$ cat config.mk
export PLATFORM = sky130hd
export DESIGN_NAME = fpu_normalizer_flat
export DESIGN_NICKNAME = d
export VERILOG_FILES = /design/src/rtl/fpu_pkg.sv /design/src/rtl/fpu_normalizer_if.sv /design/src/rtl/fpu_rounder.sv /design/src/rtl/fpu_normalizer.sv /design/src/flat_wrapper.sv
export SDC_FILE = /design/constraint.sdc
export NUM_CORES = 1
export LEC_CHECK = 0
export ABC_AREA = 1
export CAP_MARGIN = 20
export CORE_MARGIN = 2
export CORE_UTILIZATION = 54
export DETAILED_ROUTE_END_ITERATION = 10
export GPL_TIMING_DRIVEN = 0
export PLACE_DENSITY = 0.81
export SLEW_MARGIN = 20
export SYNTH_ARGS = -nofsm -noshare
export SYNTH_HDL_FRONTEND = slang
export SYNTH_SLANG_ARGS = --single-unit
$ cat constraint.sdc
create_clock -name clk -period 3.9 [get_ports clk]
set_input_delay 0.585 -clock clk [delete_from_list [all_inputs] [get_ports clk]]
set_output_delay 0.585 -clock clk [all_outputs]
set_load 0.05 [all_outputs]
$ cat src/rtl/fpu_pkg.sv
// Shared FPU definitions: normalizer state encoding, float type coding,
// per-format exponent bias / saturation limit / fraction width, and the
// bit positions of the {N,Z,C,V} flag bus.
package fpu_pkg;

    typedef enum logic [1:0] {
        IDLE  = 2'd0,
        NORM  = 2'd1,
        ROUND = 2'd2,
        DONE  = 2'd3
    } norm_state_t;

    localparam logic FLOAT_HALF   = 1'b0;
    localparam logic FLOAT_SINGLE = 1'b1;

    localparam int BIAS_SINGLE   = 127;
    localparam int BIAS_HALF     = 15;
    localparam int EMAX_SINGLE   = 255;
    localparam int EMAX_HALF     = 31;
    localparam int FRAC_W_SINGLE = 23;
    localparam int FRAC_W_HALF   = 10;

    localparam int FLAG_N = 3;
    localparam int FLAG_Z = 2;
    localparam int FLAG_C = 1;
    localparam int FLAG_V = 0;

endpackage

$ cat src/rtl/fpu_normalizer_if.sv
// Handshake bundle between the FPU datapath and the post-normalize stage.
// The normalizer uses the slave modport; the raw-operand producer (and the
// result consumer) sit on the master side.
interface fpu_normalizer_if #(
    parameter int MANT_W = 48,
    parameter int EXP_W  = 10
);
    logic              in_valid;
    logic              in_ready;
    logic              in_sign;
    logic [EXP_W-1:0]  in_exp;
    logic [MANT_W-1:0] in_mant;
    logic              in_type;
    logic              out_valid;
    logic              out_ready;
    logic [31:0]       out_result;
    logic [3:0]        out_flags;

    modport master (
        output in_valid, in_sign, in_exp, in_mant, in_type, out_ready,
        input  in_ready, out_valid, out_result, out_flags
    );

    modport slave (
        input  in_valid, in_sign, in_exp, in_mant, in_type, out_ready,
        output in_ready, out_valid, out_result, out_flags
    );
endinterface

$ cat src/rtl/fpu_rounder.sv
// Combinational fraction rounder for the normalizer's ROUND state.
// Build option FPU_NORM_RNE_EN: when defined, round-to-nearest-even;
// otherwise the fraction is truncated. Inexact is reported either way.
// Half-precision fractions arrive right-aligned in the low 10 bits.
module fpu_rounder
    import fpu_pkg::*;
(
    input  logic [22:0] frac,
    input  logic        guard,
    input  logic        sticky,
    input  logic        ftype,
    output logic [22:0] frac_out,
    output logic        carry,
    output logic        inexact
);

    logic        inc;
    logic [23:0] sum;

    // Decide the increment, detect carry-out at the format's width, wrap frac to 0 on carry.
    always_comb begin
        inc = 1'b0;
`ifdef FPU_NORM_RNE_EN
        inc = guard & (sticky | frac[0]);
`endif
        sum     = {1'b0, frac} + {23'd0, inc};
        carry   = (ftype == FLOAT_SINGLE) ? sum[23] : sum[10];
        if (carry) begin
            frac_out = '0;
        end else if (ftype == FLOAT_SINGLE) begin
            frac_out = sum[22:0];
        end else begin
            frac_out = {13'd0, sum[9:0]};
        end
        inexact = guard | sticky;
    end

endmodule

$ cat src/rtl/fpu_normalizer.sv
// Multi-cycle post-normalize / round / pack stage. Shifts the raw mantissa
// one bit per cycle until the hidden bit sits at MANT_W-2, rounds through
// fpu_rounder, then packs a half or single word with {N,Z,C,V} flags.
// Build option FPU_NORM_RNE_EN (handled inside fpu_rounder) selects
// round-to-nearest-even instead of truncation.
// The interface instance must use the same MANT_W/EXP_W as this module.
module fpu_normalizer
    import fpu_pkg::*;
#(
    parameter int MANT_W = 48,
    parameter int EXP_W  = 10
) (
    input  logic             clk,
    input  logic             reset,
    fpu_normalizer_if.slave  bus
);

    localparam int OVF = MANT_W - 1;
    localparam int HID = MANT_W - 2;
    localparam int FTOP = MANT_W - 3;

    localparam logic signed [EXP_W-1:0] EMAX_S = EXP_W'(EMAX_SINGLE);
    localparam logic signed [EXP_W-1:0] EMAX_H = EXP_W'(EMAX_HALF);

    norm_state_t state;
    norm_state_t next_state;

    logic                     sign_r;
    logic signed [EXP_W-1:0]  exp_r;
    logic [MANT_W-1:0]        mant_r;
    logic                     sticky_r;
    logic                     type_r;
    logic [31:0]              result_r;
    logic [3:0]               flags_r;

    logic [22:0]              rnd_frac_in;
    logic                     rnd_guard;
    logic                     rnd_sticky;
    logic [22:0]              rnd_frac;
    logic                     rnd_carry;
    logic                     rnd_inexact;
    logic signed [EXP_W-1:0]  exp_rounded;
    logic signed [EXP_W-1:0]  emax_v;
    logic [31:0]              round_result;
    logic [3:0]               round_flags;

    assign bus.in_ready   = (state == IDLE);
    assign bus.out_valid  = (state == DONE);
    assign bus.out_result = result_r;
    assign bus.out_flags  = flags_r;

    // State register; reset aborts any operation in flight.
    always_ff @(posedge clk or posedge reset) begin
        if (reset) begin
            state <= IDLE;
        end else begin
            state <= next_state;
        end
    end

    // Next-state: zero mantissa skips NORM; NORM exits once bits [OVF:HID] read 01.
    always_comb begin
        next_state = state;
        case (state)
            IDLE:    if (bus.in_valid) next_state = (bus.in_mant == '0) ? ROUND : NORM;
            NORM:    if (mant_r[OVF:HID] == 2'b01) next_state = ROUND;
            ROUND:   next_state = DONE;
            DONE:    if (bus.out_ready) next_state = IDLE;
            default: next_state = IDLE;
        endcase
    end

    // Slice fraction/guard/sticky for the selected format and build the packed result and flags.
    always_comb begin
        if (type_r == FLOAT_SINGLE) begin
            rnd_frac_in = mant_r[FTOP -: 23];
            rnd_guard   = mant_r[FTOP-23];
            rnd_sticky  = sticky_r | (|mant_r[FTOP-24:0]);
            emax_v      = EMAX_S;
        end else begin
            rnd_frac_in = {13'd0, mant_r[FTOP -: 10]};
            rnd_guard   = mant_r[FTOP-10];
            rnd_sticky  = sticky_r | (|mant_r[FTOP-11:0]);
            emax_v      = EMAX_H;
        end

        exp_rounded  = exp_r + {{(EXP_W-1){1'b0}}, rnd_carry};
        round_flags  = '0;
        round_flags[FLAG_N] = sign_r;

        if (mant_r == '0) begin
            round_result        = (type_r == FLOAT_SINGLE) ? {sign_r, 31'd0} : {16'd0, sign_r, 15'd0};
            round_flags[FLAG_Z] = 1'b1;
        end else if (exp_rounded >= emax_v) begin
            round_result        = (type_r == FLOAT_SINGLE) ? {sign_r, 31'h7F80_0000} : {16'd0, sign_r, 15'h7C00};
            round_flags[FLAG_V] = 1'b1;
        end else if (exp_rounded[EXP_W-1] || exp_rounded == '0) begin
            round_result        = (type_r == FLOAT_SINGLE) ? {sign_r, 31'd0} : {16'd0, sign_r, 15'd0};
            round_flags[FLAG_Z] = 1'b1;
            round_flags[FLAG_C] = 1'b1;
        end else begin
            round_result        = (type_r == FLOAT_SINGLE) ?
                                  {sign_r, exp_rounded[7:0], rnd_frac} :
                                  {16'd0, sign_r, exp_rounded[4:0], rnd_frac[9:0]};
            round_flags[FLAG_C] = rnd_inexact;
        end
    end

    fpu_rounder u_rounder (
        .frac     (rnd_frac_in),
        .guard    (rnd_guard),
        .sticky   (rnd_sticky),
        .ftype    (type_r),
        .frac_out (rnd_frac),
        .carry    (rnd_carry),
        .inexact  (rnd_inexact)
    );

    // Datapath: capture on accept, one normalize shift per NORM cycle, latch result in ROUND.
    always_ff @(posedge clk or posedge reset) begin
        if (reset) begin
            sign_r   <= 1'b0;
            exp_r    <= '0;
            mant_r   <= '0;
            sticky_r <= 1'b0;
            type_r   <= 1'b0;
            result_r <= '0;
            flags_r  <= '0;
        end else begin
            case (state)
                IDLE: begin
                    if (bus.in_valid) begin
                        sign_r   <= bus.in_sign;
                        exp_r    <= bus.in_exp;
                        mant_r   <= bus.in_mant;
                        type_r   <= bus.in_type;
                        sticky_r <= 1'b0;
                    end
                end
                NORM: begin
                    if (mant_r[OVF]) begin
                        mant_r   <= mant_r >> 1;
                        exp_r    <= exp_r + 1'b1;
                        sticky_r <= sticky_r | mant_r[0];
                    end else if (!mant_r[HID]) begin
                        mant_r   <= mant_r << 1;
                        exp_r    <= exp_r - 1'b1;
                    end
                end
                ROUND: begin
                    result_r <= round_result;
                    flags_r  <= round_flags;
                end
                default: begin
                end
            endcase
        end
    end

endmodule

$ cat src/flat_wrapper.sv
// flat-port wrapper written by rule: the top's interface ports become plain ports
module fpu_normalizer_flat import fpu_pkg::*;
#(
    parameter int MANT_W = 48,
    parameter int EXP_W  = 10
)
  (clk, reset, bus_in_valid, bus_in_sign, bus_in_exp, bus_in_mant, bus_in_type, bus_out_ready, bus_in_ready, bus_out_valid, bus_out_result, bus_out_flags);
  fpu_normalizer_if #(.MANT_W(MANT_W), .EXP_W(EXP_W)) bus_i ();
  input  logic clk;
  input  logic reset;
  input wire logic [$bits(bus_i.in_valid)-1:0] bus_in_valid;
  input wire logic [$bits(bus_i.in_sign)-1:0] bus_in_sign;
  input wire logic [$bits(bus_i.in_exp)-1:0] bus_in_exp;
  input wire logic [$bits(bus_i.in_mant)-1:0] bus_in_mant;
  input wire logic [$bits(bus_i.in_type)-1:0] bus_in_type;
  input wire logic [$bits(bus_i.out_ready)-1:0] bus_out_ready;
  output wire logic [$bits(bus_i.in_ready)-1:0] bus_in_ready;
  output wire logic [$bits(bus_i.out_valid)-1:0] bus_out_valid;
  output wire logic [$bits(bus_i.out_result)-1:0] bus_out_result;
  output wire logic [$bits(bus_i.out_flags)-1:0] bus_out_flags;
  assign bus_i.in_valid = bus_in_valid;
  assign bus_i.in_sign = bus_in_sign;
  assign bus_i.in_exp = bus_in_exp;
  assign bus_i.in_mant = bus_in_mant;
  assign bus_i.in_type = bus_in_type;
  assign bus_i.out_ready = bus_out_ready;
  assign bus_in_ready = bus_i.in_ready;
  assign bus_out_valid = bus_i.out_valid;
  assign bus_out_result = bus_i.out_result;
  assign bus_out_flags = bus_i.out_flags;
  fpu_normalizer #(.MANT_W(MANT_W), .EXP_W(EXP_W)) u_core (.clk(clk), .reset(reset), .bus(bus_i));
endmodule
Word level (Yosys, flattened, before mapping)
Cells that the tools add are included.
- register bits: 99
- output and inout port bits: 38
- logic and storage cells: 74
- magnitude comparators: 1
- mux-type cells: 35
- bitwise logic cells: 4
- reduce and logical (&&, ||, !) cells: 13
- add/sub/neg operators: 3
- equal/unequal tests: 9
- operators with widths (cell ; count):
    32-bit 2-to-1 mux ; 6
    48-bit zero test ; 2
    48-bit 2-to-1 mux ; 2
    48-bit one-hot mux with 2 select lines ; 1
    23-bit 2-to-1 mux ; 3
    47-bit 2-to-1 mux ; 1
    35-bit OR reduction ; 1
    10-bit 2-to-1 mux ; 3
    22-bit OR reduction ; 1
    10-bit one-hot mux with 2 select lines ; 1
    2-bit 2-to-1 mux ; 6
    10-bit by 1-bit adder with 10-bit output ; 1
    10-bit by 1-bit adder with 10-bit output, second input constant ; 1
    10-bit by 9-bit greater-or-equal comparator with 1-bit output ; 1
    10-bit zero test ; 1
    10-bit by 1-bit subtractor with 10-bit output, second input constant ; 1
    1-bit 2-to-1 mux ; 9
    3-bit AND reduction ; 3
    8-bit 2-to-1 mux ; 1
    2-bit one-hot mux with 4 select lines ; 1
    2-bit by 1-bit equality test with 1-bit output, second input constant ; 2
    2-bit equality test, second input constant ; 2
    2-bit by 1-bit != test with 1-bit output, second input constant ; 2
    2-bit != test, second input constant ; 2
    7 further kinds ; 11

Logic depth before layout (Yosys ltp)
- depth in word-level cells: 8
- mapped depth: 20
- mapped depth without buffers: 20

Hierarchy
Synthesis repeated with hierarchy kept, for this count alone.
- cells, all modules: 911
- area, all modules: 6432.4 µm²
- modules (own cells, without submodules) (module ; times used ; cells each ; seq. area each (µm²) ; area each (µm²)):
    fpu_normalizer ; 1 ; 859 ; 2477.4 ; 6213.5
    fpu_rounder ; 1 ; 52 ; 0.0 ; 219.0

Least setup slack after synthesis
OpenSTA, ideal clock, no wires.
- path type: flip-flop to flip-flop
- start point: register u_core.state[0]
- end point: register u_core.exp_r[0]
- buffers on the path: 2
- cell stages (with the launch flop): 13
- arrival time: 2.120 ns
- data required time: 3.817 ns
- path slack: 1.697 ns
- path through: dfrtp_1 > inv_1 > ha_1 > nand2_1 > inv_1 > a21oi_1 > a21oi_1 > a21oi_1 > inv_1 > buf_2 > clkbuf_1 > nand2_1 > o21ai_0
- cells in the longest elaborated chain, start to end: 3
- RTL lines (what ; line ; RTL):
    from (decl) ; fpu_normalizer.sv:25 ; norm_state_t state;
    from (signal assigned) ; fpu_normalizer.sv:57 ; state <= next_state;
    2-bit zero test * ; - ;
    named net bus_in_ready ; flat_wrapper.sv:17 ; output wire logic [$bits(bus_i.in_ready)-1:0] bus_in_ready;
    2-bit != test (no line) or 2-bit nonzero test (tied branches) ; - ;
    3-bit AND reduction (no line) ; - ;
    to (signal assigned) ; fpu_normalizer.sv:134 ; exp_r <= bus.in_exp;
    to (signal assigned) ; fpu_normalizer.sv:143 ; exp_r <= exp_r + 1'b1;
    to (signal assigned) ; fpu_normalizer.sv:147 ; exp_r <= exp_r - 1'b1;
    to (decl) ; fpu_normalizer.sv:29 ; logic signed [EXP_W-1:0] exp_r;
Mark *: on every way through the listed nets, which the timed path passes. The rest lies on a longest branch.
A chain may end at the register's enable or synchronous reset.

Worst setup path in the final report
- start point: register u_core.state[1]
- end point: output port bus_in_ready
- cells in the longest elaborated chain, start to end: 1
- RTL lines (what ; line ; RTL):
    2-bit zero test ; fpu_normalizer.sv:47 ; assign bus.in_ready = (state == IDLE);
    to (decl) ; flat_wrapper.sv:17 ;
Every way passes these cells.

==> results.txt <==
crit path launch type: flip-flop
crit share post-route: 63.9%
first-pass GRT wire length: 26200 um
Post-synth EDFFs: 0
outcome: finished clean
number of DRC markers in iteration 0: 451
CP required: 3310 ps
Final Cell Area: 0.00750 mm^2
Seq/Total Area, Yosys: 40.8%
CTS sink count: 99
Post-DRT Antenna Nets: 0
Core Util, Final: 68.9%
Final WS setup: 1410 ps
Max Cap Violations: 0
setup violators final: 0
Max Fclk: 0.402 GHz
Mean Syn Cell Area: 7.35 um^2
total CTS buffers: 9
vias in the first global route: 5518
CTS Hold Bufs: 0
Final Critical Period: 2490 ps
CTS H-tree depth: 3
VDD IR max: 0.605 mV
Power Total: 6.99 mW
number of placed cells counting well taps: 1068
CTS clk-pin slew, worst paths: 100 ps
core footprint: 0.0109 mm^2
Setup CP Type: reg -> out
die area: 0.0121 mm^2
dpl hpwl: 12200 um
Final Hold Fails: 0
Post-DP Area: 0.00729 mm^2
uppermost layer routed: met4
worst clock skew: 13.9 ps
routability cong.: 0.902
final wirelength: 15800 um
worst stage delay on the critical path: 810 ps
CTS Buffer Depth: 2
# rows: 38
Mapped Nets: 911
Initial Util: 55.8%
top_reg_cell synth: dfrtp_1
Die X: 110 um
Ports: 102
pwr dens: 932 mW/mm^2
Reg2Reg Depth: 12
Tightest Pin Transition: 491 ps
largest fanout on the critical path: 3
Nets: 1024
die height: 110 um
DRT met1 WL: 7330 um
Total GRT Usage: 27.9%
most frequent cells in the layout: nand2_1 (283), clkdlybuf4s50_1 (101), dfrtp_1 (99), inv_1 (83), o21ai_0 (82)
ANT cells: 0
largest net degree at the start of global routing: 66
Post-Place Setup Slack: 1220 ps
global route total overflow: 0
Syn-to-layout area delta: 23.5%
slew margin rel.: 67.0%
share of cells above drive strength 1: 4.66%
met3 routed WL: 971 um
Post-synth ARST share: 100%
Synth cell types: 40
DRT Pass-1 Iters: 6
drt via density: 5.54
root buffer cell: clkbuf_8
residual DRC count: 0
worst-skew pair later-pin latency: 380 ps
CP endpoint kind: primary output
most common cell after layout, fill and taps aside: nand2_1
vias post-DR: 6010
critical path, cell by cell: inv_1 -> ha_1 -> clkdlybuf4s50_1
Arrival @ worst endpoint: 1910 ps
Mapped Area: 0.00607 mm^2
Finished Layout Cells: 1084
slowest library cell on the worst path: clkdlybuf4s50_1
Leakage: 3.51 nW
IO Port Bufs: 101
initial antenna violation count: 0
Post-Synthesis Cells: 826
post-synthesis sequential element count: 99
post-CTS sizing: 0
metal2 WL: 7220 um
Min-Delay Path Depth: 2
synth warn: 0
Fillers: 951
min-delay worst type: reg -> reg
unrepaired setup endpoints after global routing: false
fin. max-slew vios: 0
TritonCTS clock tree: yes
Post CTS Setup Buffer Count: 0
Avg WL per Cell: 14.5 um
where the power goes:
part           total [mW]  switching [mW]  internal, mW
combinational        4.39            2.92          1.47
sequential           1.90           0.378          1.52
clock               0.695           0.375         0.320
Yosys cell counts, types with 3 or more instances:
cell / count / area share [%]
o221ai_1: 46 / 6.6
nand3_1: 31 / 2.6
a21oi_1: 18 / 1.5
nor2_2: 3 / 0.31
ha_1: 20 / 4.1
clkbuf_1: 28 / 1.7
nand2_1: 283 / 17
o21ai_1: 11 / 0.91
o22ai_1: 3 / 0.31
inv_1: 84 / 5.2
nor2_1: 58 / 3.6
buf_2: 5 / 0.41
buf_6: 3 / 0.56
nand4_1: 8 / 0.82
o21ai_0: 82 / 6.8
nand2_2: 3 / 0.31
xor2_1: 4 / 0.58
nor4_1: 11 / 1.1
dfrtp_1: 99 / 41
critical path: cells and delay by family (launching register included):
family	cells	cell delay [ps]
adders and majority gates	1	200
DFF	1	420
buffers and inverters	2	920
per-layer routing:
layer / track usage [%] / up-vias
met5: 0 / -
met4: 8.05 / 0
met3: 3.88 / 19
met2: 43.8 / 208
met1: 40.3 / 2813
li1: - / 2970
registers in the layout, indices dropped and copies added (netlist names):
register               cells
u_core.mant_r             48
u_core.bus.out_result     32
u_core.exp_r              10
u_core.bus.out_flags       4
u_core.state               2
u_core.sign_r              1
u_core.sticky_r            1
u_core.type_r              1
path summary, 6_finish.rpt:
path / endpoint / start / slack (ps)
worst max-delay path: bus_in_ready / u_core.state[1] / 1410
worst min-delay path: u_core.bus.out_result[28] / u_core.bus.out_result[28] / 490
worst max register to register: u_core.mant_r[15] / u_core.state[1] / 1510
worst min register to register: u_core.bus.out_result[28] / u_core.bus.out_result[28] / 490
max in group asynchronous: u_core.exp_r[8] / reset / 2720
min in group asynchronous: u_core.bus.out_result[1] / reset / 550
area by class of cell:
type                       count  area (um^2)  area share [%]
clock inverter                 6         72.6           0.967
sequential                    99         2480            33.0
inverter                      85          324            4.32
buffer                        38          175            2.34
timing repair buffer         102         1040            13.8
tap                          140          175            2.34
multi-input combinational    604         3100            41.3
clock buffer                  10          138            1.83
per-stage QoR:
stage	hold slack (ps)	setup TNS [ps]
global route	513	0
global placement	455	-68750
CTS	492	0
finish	488	0
floorplan	449	0
detailed placement	466	0
kinds of logic after synthesis:
logic type | after synthesis | synth area share [%]
compound gates | 167 | 17.0
xor+xnor | 7 | 1.32
fa+ha+maj | 21 | 4.45
buf+inv | 123 | 8.14
flops | 99 | 40.8
other cells | 1 | 0.0618
simple gates | 408 | 28.3
(Power assumes the default switching activity.)
